## src/rtl/sprite_pkg.sv

```systemverilog
// Shared types and constants for the watermelon sprite pixel pipeline.
package sprite_pkg;

  typedef logic signed [10:0] coord_t;
  typedef logic [3:0]         pix_idx_t;

  localparam pix_idx_t    TRANSPARENT_IDX = 4'h0;
  localparam int          SCREEN_W        = 640;
  localparam int          SCREEN_H        = 480;
  localparam logic [10:0] CNT_MAX         = 11'h7FF;

endpackage

```

## src/rtl/sprite_delay_line.sv

```systemverilog
// Fixed-depth shift register. It aligns a flag with a pipelined data path, and it
// is also used to delay the sync signals by the same amount.
module sprite_delay_line #(
  parameter int DEPTH = 1,
  parameter int WIDTH = 1
) (
  input  logic             clk,
  input  logic             rst_n,
  input  logic [WIDTH-1:0] d_i,
  output logic [WIDTH-1:0] q_o
);

  logic [WIDTH-1:0] sr_q [DEPTH];

  // NOTE: every stage is reset so a mid-line reset cannot release a stale flag later.
  always_ff @(posedge clk or negedge rst_n) begin
    if (!rst_n) begin
      for (int i = 0; i < DEPTH; i++) sr_q[i] <= '0;
    end else begin
      sr_q[0] <= d_i;
      for (int i = 1; i < DEPTH; i++) sr_q[i] <= sr_q[i-1];
    end
  end

  assign q_o = sr_q[DEPTH-1];

endmodule

```

## src/rtl/watermelon_sprite_fetch.sv

```systemverilog
// Watermelon sprite front end: raster position -> ROM address -> palette index/hit,
// plus per-frame opaque pixel count. Optional WATERMELON_FLIP_EN adds horizontal mirroring.
module watermelon_sprite_fetch
  import sprite_pkg::*;
#(
  parameter int SPR_W   = 32,
  parameter int SPR_H   = 32,
  parameter int ADDR_W  = 10,
  parameter int ROM_LAT = 1
) (
  input  logic              vga_clk,
  input  logic              reset_n,
  input  logic              frame_start,
  input  logic [10:0]       pos_x,
  input  logic [10:0]       pos_y,
  input  logic              visible,
  input  logic              de,
  input  logic [9:0]        draw_x,
  input  logic [9:0]        draw_y,
  output logic [ADDR_W-1:0] rom_addr,
  input  logic [3:0]        rom_q,
  output logic [3:0]        pix_index,
  output logic              pix_hit,
  output logic [10:0]       drawn_count
`ifdef WATERMELON_FLIP_EN
  ,
  input  logic              flip_x
`endif
);

  localparam logic signed [11:0] SPR_W12 = 12'(SPR_W);
  localparam logic signed [11:0] SPR_H12 = 12'(SPR_H);

  coord_t sx_q, sy_q;
  logic   svis_q;
`ifdef WATERMELON_FLIP_EN
  logic   sflip_q;
`endif

  logic signed [11:0] dx, dy, dx_eff;
  logic               in_box;
  logic [ADDR_W-1:0]  addr;

  logic [ADDR_W-1:0]  rom_addr_q;
  logic               hit1_q, hit_d;
  logic               pix_hit_next;
  logic               pix_hit_q;
  pix_idx_t           pix_index_q;
  logic [10:0]        run_q, drawn_q;

  // Shadow copies change only at frame boundaries so a frame never tears.
  // NOTE: sequential state uses non-blocking assignments so all flops update together.
  always_ff @(posedge vga_clk or negedge reset_n) begin
    if (!reset_n) begin
      sx_q    <= '0;
      sy_q    <= '0;
      svis_q  <= 1'b0;
`ifdef WATERMELON_FLIP_EN
      sflip_q <= 1'b0;
`endif
    end else if (frame_start) begin
      sx_q    <= coord_t'(pos_x);
      sy_q    <= coord_t'(pos_y);
      svis_q  <= visible;
`ifdef WATERMELON_FLIP_EN
      sflip_q <= flip_x;
`endif
    end
  end

  // NOTE: every always_comb output gets a default first so no latch can be inferred.
  always_comb begin
    dx     = $signed({2'b00, draw_x}) - $signed({sx_q[10], sx_q});
    dy     = $signed({2'b00, draw_y}) - $signed({sy_q[10], sy_q});
    in_box = de & svis_q
           & (draw_x < 10'(SCREEN_W)) & (draw_y < 10'(SCREEN_H))
           & !dx[11] & (dx < SPR_W12)
           & !dy[11] & (dy < SPR_H12);
`ifdef WATERMELON_FLIP_EN
    dx_eff = sflip_q ? (SPR_W12 - 12'sd1 - dx) : dx;
`else
    dx_eff = dx;
`endif
    addr   = ADDR_W'(unsigned'(dy)) * ADDR_W'(SPR_W) + ADDR_W'(unsigned'(dx_eff));
  end

  always_ff @(posedge vga_clk or negedge reset_n) begin
    if (!reset_n) begin
      rom_addr_q <= '0;
      hit1_q     <= 1'b0;
    end else begin
      rom_addr_q <= in_box ? addr : '0;
      hit1_q     <= in_box;
    end
  end

  sprite_delay_line #(
    .DEPTH (ROM_LAT),
    .WIDTH (1)
  ) u_hit_dly (
    .clk   (vga_clk),
    .rst_n (reset_n),
    .d_i   (hit1_q),
    .q_o   (hit_d)
  );

  assign pix_hit_next = hit_d & (rom_q != TRANSPARENT_IDX);

  always_ff @(posedge vga_clk or negedge reset_n) begin
    if (!reset_n) begin
      pix_hit_q   <= 1'b0;
      pix_index_q <= TRANSPARENT_IDX;
    end else begin
      pix_hit_q   <= pix_hit_next;
      pix_index_q <= pix_hit_next ? rom_q : TRANSPARENT_IDX;
    end
  end

  // A hit landing on frame_start belongs to the frame that is just beginning.
  always_ff @(posedge vga_clk or negedge reset_n) begin
    if (!reset_n) begin
      run_q   <= '0;
      drawn_q <= '0;
    end else if (frame_start) begin
      drawn_q <= run_q;
      run_q   <= {10'b0, pix_hit_next};
    end else if (pix_hit_next && (run_q != CNT_MAX)) begin
      run_q   <= run_q + 11'd1;
    end
  end

  assign rom_addr    = rom_addr_q;
  assign pix_hit     = pix_hit_q;
  assign pix_index   = pix_index_q;
  assign drawn_count = drawn_q;

endmodule

```

## config.mk

```make
export PLATFORM = sky130hd
export DESIGN_NAME = watermelon_sprite_fetch
export DESIGN_NICKNAME = d
export VERILOG_FILES = /design/src/rtl/sprite_pkg.sv /design/src/rtl/sprite_delay_line.sv /design/src/rtl/watermelon_sprite_fetch.sv
export SDC_FILE = /design/constraint.sdc
export NUM_CORES = 1
export LEC_CHECK = 0
export BUFFER_PORTS_ARGS = -buffer_cell sky130_fd_sc_hd__buf_2
export CAP_MARGIN = 25
export CORE_MARGIN = 10
export CORE_UTILIZATION = 56
export DETAILED_ROUTE_END_ITERATION = 10
export PLACE_DENSITY = 0.82
export SLEW_MARGIN = 20
export SYNTH_ARGS = -nofsm -noshare
export SYNTH_HDL_FRONTEND = slang
export SYNTH_SLANG_ARGS = --single-unit
```

## constraint.sdc

```tcl
create_clock -name vga_clk -period 4.3 [get_ports vga_clk]
set_input_delay 0.645 -clock vga_clk [delete_from_list [all_inputs] [get_ports vga_clk]]
set_output_delay 0.645 -clock vga_clk [all_outputs]
set_load 0.02 [all_outputs]
```

==> Flow_metrics.wiki <==
{| class="wikitable"
! Metric !! Value
|-
| Cell count of the worst reg-to-reg path || 14
|-
| Number of nets produced by synthesis || 475
|-
| Remaining antenna violation count after routing || 0
|-
| Number of buffers inserted during clock tree synthesis || 9
|-
| CTS tree || built
|-
| Capture point of the critical path || rom_addr[9]
|-
| Hold_ws || 0.254 ns
|-
| Number of setup violations in the final report || 0
|-
| Post-CTS Repair Setup Buffers || 0
|-
| Critical path class || in -> reg
|-
| Clk buf depth || 2
|-
| Largest net degree at the start of global routing || 52
|-
| Leak || 0.00229 µW
|-
| Row count || 30
|-
| Peak supply drop || 0.195 mV
|-
| Setup crit start || draw_x[0]
|-
| CTS Root Buffer Type || sky130_fd_sc_hd__clkbuf_8
|-
| Height of the die || 103 µm
|-
| Area of the placeable core || 6720 µm²
|-
| Met1 layer wirelength in the final routing || 3940 µm
|-
| Area of the mapped netlist || 3820 µm²
|-
| Number of sinks handled by clock tree synthesis || 62
|-
| RSZ-0062 raised after global routing || false
|-
| Share of the synthesized area in the top cell type || 40.7%
|-
| Number of H-tree levels || 3
|-
| Most common flop cell mapped by yosys || sky130_fd_sc_hd__dfrtp_1
|-
| Source of the worst register-to-register timing path || sx_q[0]
|-
| Crit path arrival time || 3.72 ns
|-
| Power density relative to cell area || 377 nW/µm²
|-
| Run status || complete, no violations
|-
| Post-Place Cell Area || 4230 µm²
|-
| CP endpoint kind || register
|-
| Number of max-cap violations || 0
|-
| Most used cells in the layout excluding fill and tap cells || sky130_fd_sc_hd__buf_2, sky130_fd_sc_hd__dfrtp_1, sky130_fd_sc_hd__inv_1
|-
| Total die area || 10500 µm²
|-
| Tightest Hold Check Type || in -> async
|-
| Post-Place Cells || 536
|-
| Portion of the post-synthesis area used by sequential elements || 40.7%
|-
| Number of fillers in the final layout || 542
|-
| Final Instance Count excl. Fillers || 554
|-
| Met2 routed WL || 3930 µm
|-
| Residual DRC || 0
|-
| Period utilisation layout || 80.8%
|-
| Endpoint of the worst-slack reg-to-reg timing path || rom_addr[9]
|-
| Accumulated negative setup slack || 0 ns
|-
| Syn Inst Count || 396
|-
| Netlist cell types || 58
|-
| Average detailed-routed wire length per instance || 15.4 µm
|-
| Top Metal Used || met4
|-
| Leading area contributor after synthesis || sky130_fd_sc_hd__dfrtp_1
|-
| Warnings, synthesis || 0
|-
| Fraction of layout instances using a drive strength above 1 || 26.4%
|-
| Clock period minus final worst setup slack || 3.48 ns
|-
| Net count reported at finish || 547
|-
| Final count of pins violating max slew || 0
|-
| Transition time of the tightest slew-check pin || 0.954 ns
|-
| First DRT Iteration DRCs || 144
|-
| R2R setup slack || 0.91 ns
|-
| Top cells by area, synth || sky130_fd_sc_hd__dfrtp_1, sky130_fd_sc_hd__ha_1, sky130_fd_sc_hd__mux2_2, sky130_fd_sc_hd__o21ai_0, sky130_fd_sc_hd__inv_1
|-
| Routed met3 length || 569 µm
|-
| Relative slew slack || 36.2%
|-
| Area grow syn2layout || 17.9%
|-
| WL final || 8520 µm
|-
| Post-detail-place hpwl || 6350 µm
|-
| Final global-route overflow total || 0
|-
| Via count of the first global-routing pass || 3215
|-
| Clock Pin Slew Worst Setup and Hold Paths || 0.08 ns
|-
| Die extent in x || 103 µm
|-
| Number of buffers inserted for hold repair after clock tree synthesis || 0
|-
| Avg Synthesized Cell Area || 9.64 µm²
|-
| Routed vias || 3122
|-
| Fmax || 288 MHz
|-
| Initial core utilization || 56.8%
|-
| Post-layout instance area || 4500 µm²
|-
| Worst-path fanout max || 3
|-
| Worst-Skew Late Latency || 0.35 ns
|-
| Average vias per placed instance || 5.64
|-
| Global placer's final weighted congestion || 0.887
|-
| Startpoint type of the worst setup path || primary input
|-
| Fraction of synthesis flops using an asynchronous set or reset pin || 100%
|-
| I/O pin count || 77
|-
| Antenna violations before repair || 0
|-
| Number of port buffers || 76
|-
| Drt pass-1 iters || 4
|-
| Worst EP required || 4.54 ns
|-
| Setup Skew || 0.0119 ns
|-
| Post-CTS sizing || 0
|-
| Combined global-route utilization of all metal layers || 17.3%
|-
| Number of storage elements in the synthesis netlist || 62
|-
| Most common cell after layout, fill and taps aside || sky130_fd_sc_hd__buf_2
|-
| EDFF count, synth || 0
|-
| Hold Vio Cnt, Final || 0
|-
| Global-route wire length before repair || 14600 µm
|}
flip-flops by register name, summed over array words and instances (netlist names):
name,cells
sy_q,11
sx_q,11
svis_q,1
run_q,11
pix_index,4
u_hit_dly.q_o,1
hit1_q,1
drawn_count,11
pix_hit,1
rom_addr,10
critical path, stage by stage:
cell and delay [ns]:
sky130_fd_sc_hd__buf_2 0.09, sky130_fd_sc_hd__inv_1 0.04, sky130_fd_sc_hd__ha_1 0.16, sky130_fd_sc_hd__inv_1 0.05, sky130_fd_sc_hd__fa_1 0.40, sky130_fd_sc_hd__a21o_1 0.19
sky130_fd_sc_hd__and4_2 0.25, sky130_fd_sc_hd__or4_1 0.50, sky130_fd_sc_hd__nand3_1 0.12, sky130_fd_sc_hd__inv_1 0.05, sky130_fd_sc_hd__ha_1 0.32, sky130_fd_sc_hd__o21a_1 0.13
sky130_fd_sc_hd__o211a_1 0.21, sky130_fd_sc_hd__a311oi_1 0.23, sky130_fd_sc_hd__nand4_1 0.12, sky130_fd_sc_hd__nor4_1 0.19
routing by layer:
layer  global-route usage [%]  up-vias
met5                        0        -
met4                     5.75        0
met3                     5.36       12
met2                     28.7       69
met1                     20.9     1467
li1                         -     1574
synthesized netlist by cell type, drive strengths merged, types with 3 or more instances:
cell type and number:
xnor2 4, nand2 26, a31oi 10, clkbuf 16, nor2 17, a21o 13, dfrtp 62, buf 6
inv 36, mux2 15, nand4 17, o21ai 30, a311oi 4, a2bb2oi 3, nor2b 3, fa 3
o211ai 5, nand2b 5, and2 11, mux2i 3, a211oi 3, nor4 13, ha 25, and3 7
xor2 11, a21oi 12, nand3 8
per-stage QoR:
step           power, µW  setup slack (ns)  util (%)
2_1_floorplan        960             0.842         -
3_3_place_gp        1040             0.621      62.9
3_5_place_dp        1060             0.492      62.9
4_1_cts             1700             0.838      66.5
5_1_grt             1800             0.600      66.9
6_report            1690             0.824      67.0
how the worst min path moves through the flow:
stage,start,endpoint,slack [ns],cells after the start
after floorplan,hit1_q,u_hit_dly.q_o,0.33,0
final,reset_n,drawn_count[4],0.25,1
after global routing,reset_n,drawn_count[4],0.27,1
after global placement,hit1_q,u_hit_dly.q_o,0.33,0
after detailed placement,hit1_q,u_hit_dly.q_o,0.34,0
after CTS,hit1_q,u_hit_dly.q_o,0.36,0
cells by family after synthesis:
group | count (synthesis) | share of synthesized area, %
adders and majority gates | 28 | 9.77
muxes | 18 | 5.21
buffers and inverters | 58 | 6.59
AOI/OAI and AO/OA | 95 | 16.8
and+or+nand+nor | 120 | 17.5
DFF | 62 | 40.7
xor gates and xnor gates | 15 | 3.44
power breakdown:
part	switching (µW)	internal (µW)
sequential	7.54	602
combinational	260	187
clock	251	387
total	519	1180
area by class of cell:
cell class	instances	area (µm²)	share of cell area [%]
inverters	36	135	3.00
clock inverters	7	120	2.67
multi-input cells	276	2010	44.7
flip-flops and latches	62	1550	34.5
well taps	80	100	2.22
repair buffers	83	453	10.1
clock buffers	9	124	2.75
diodes	1	2.50	0.0556
Power figures use the tool's default switching activity.
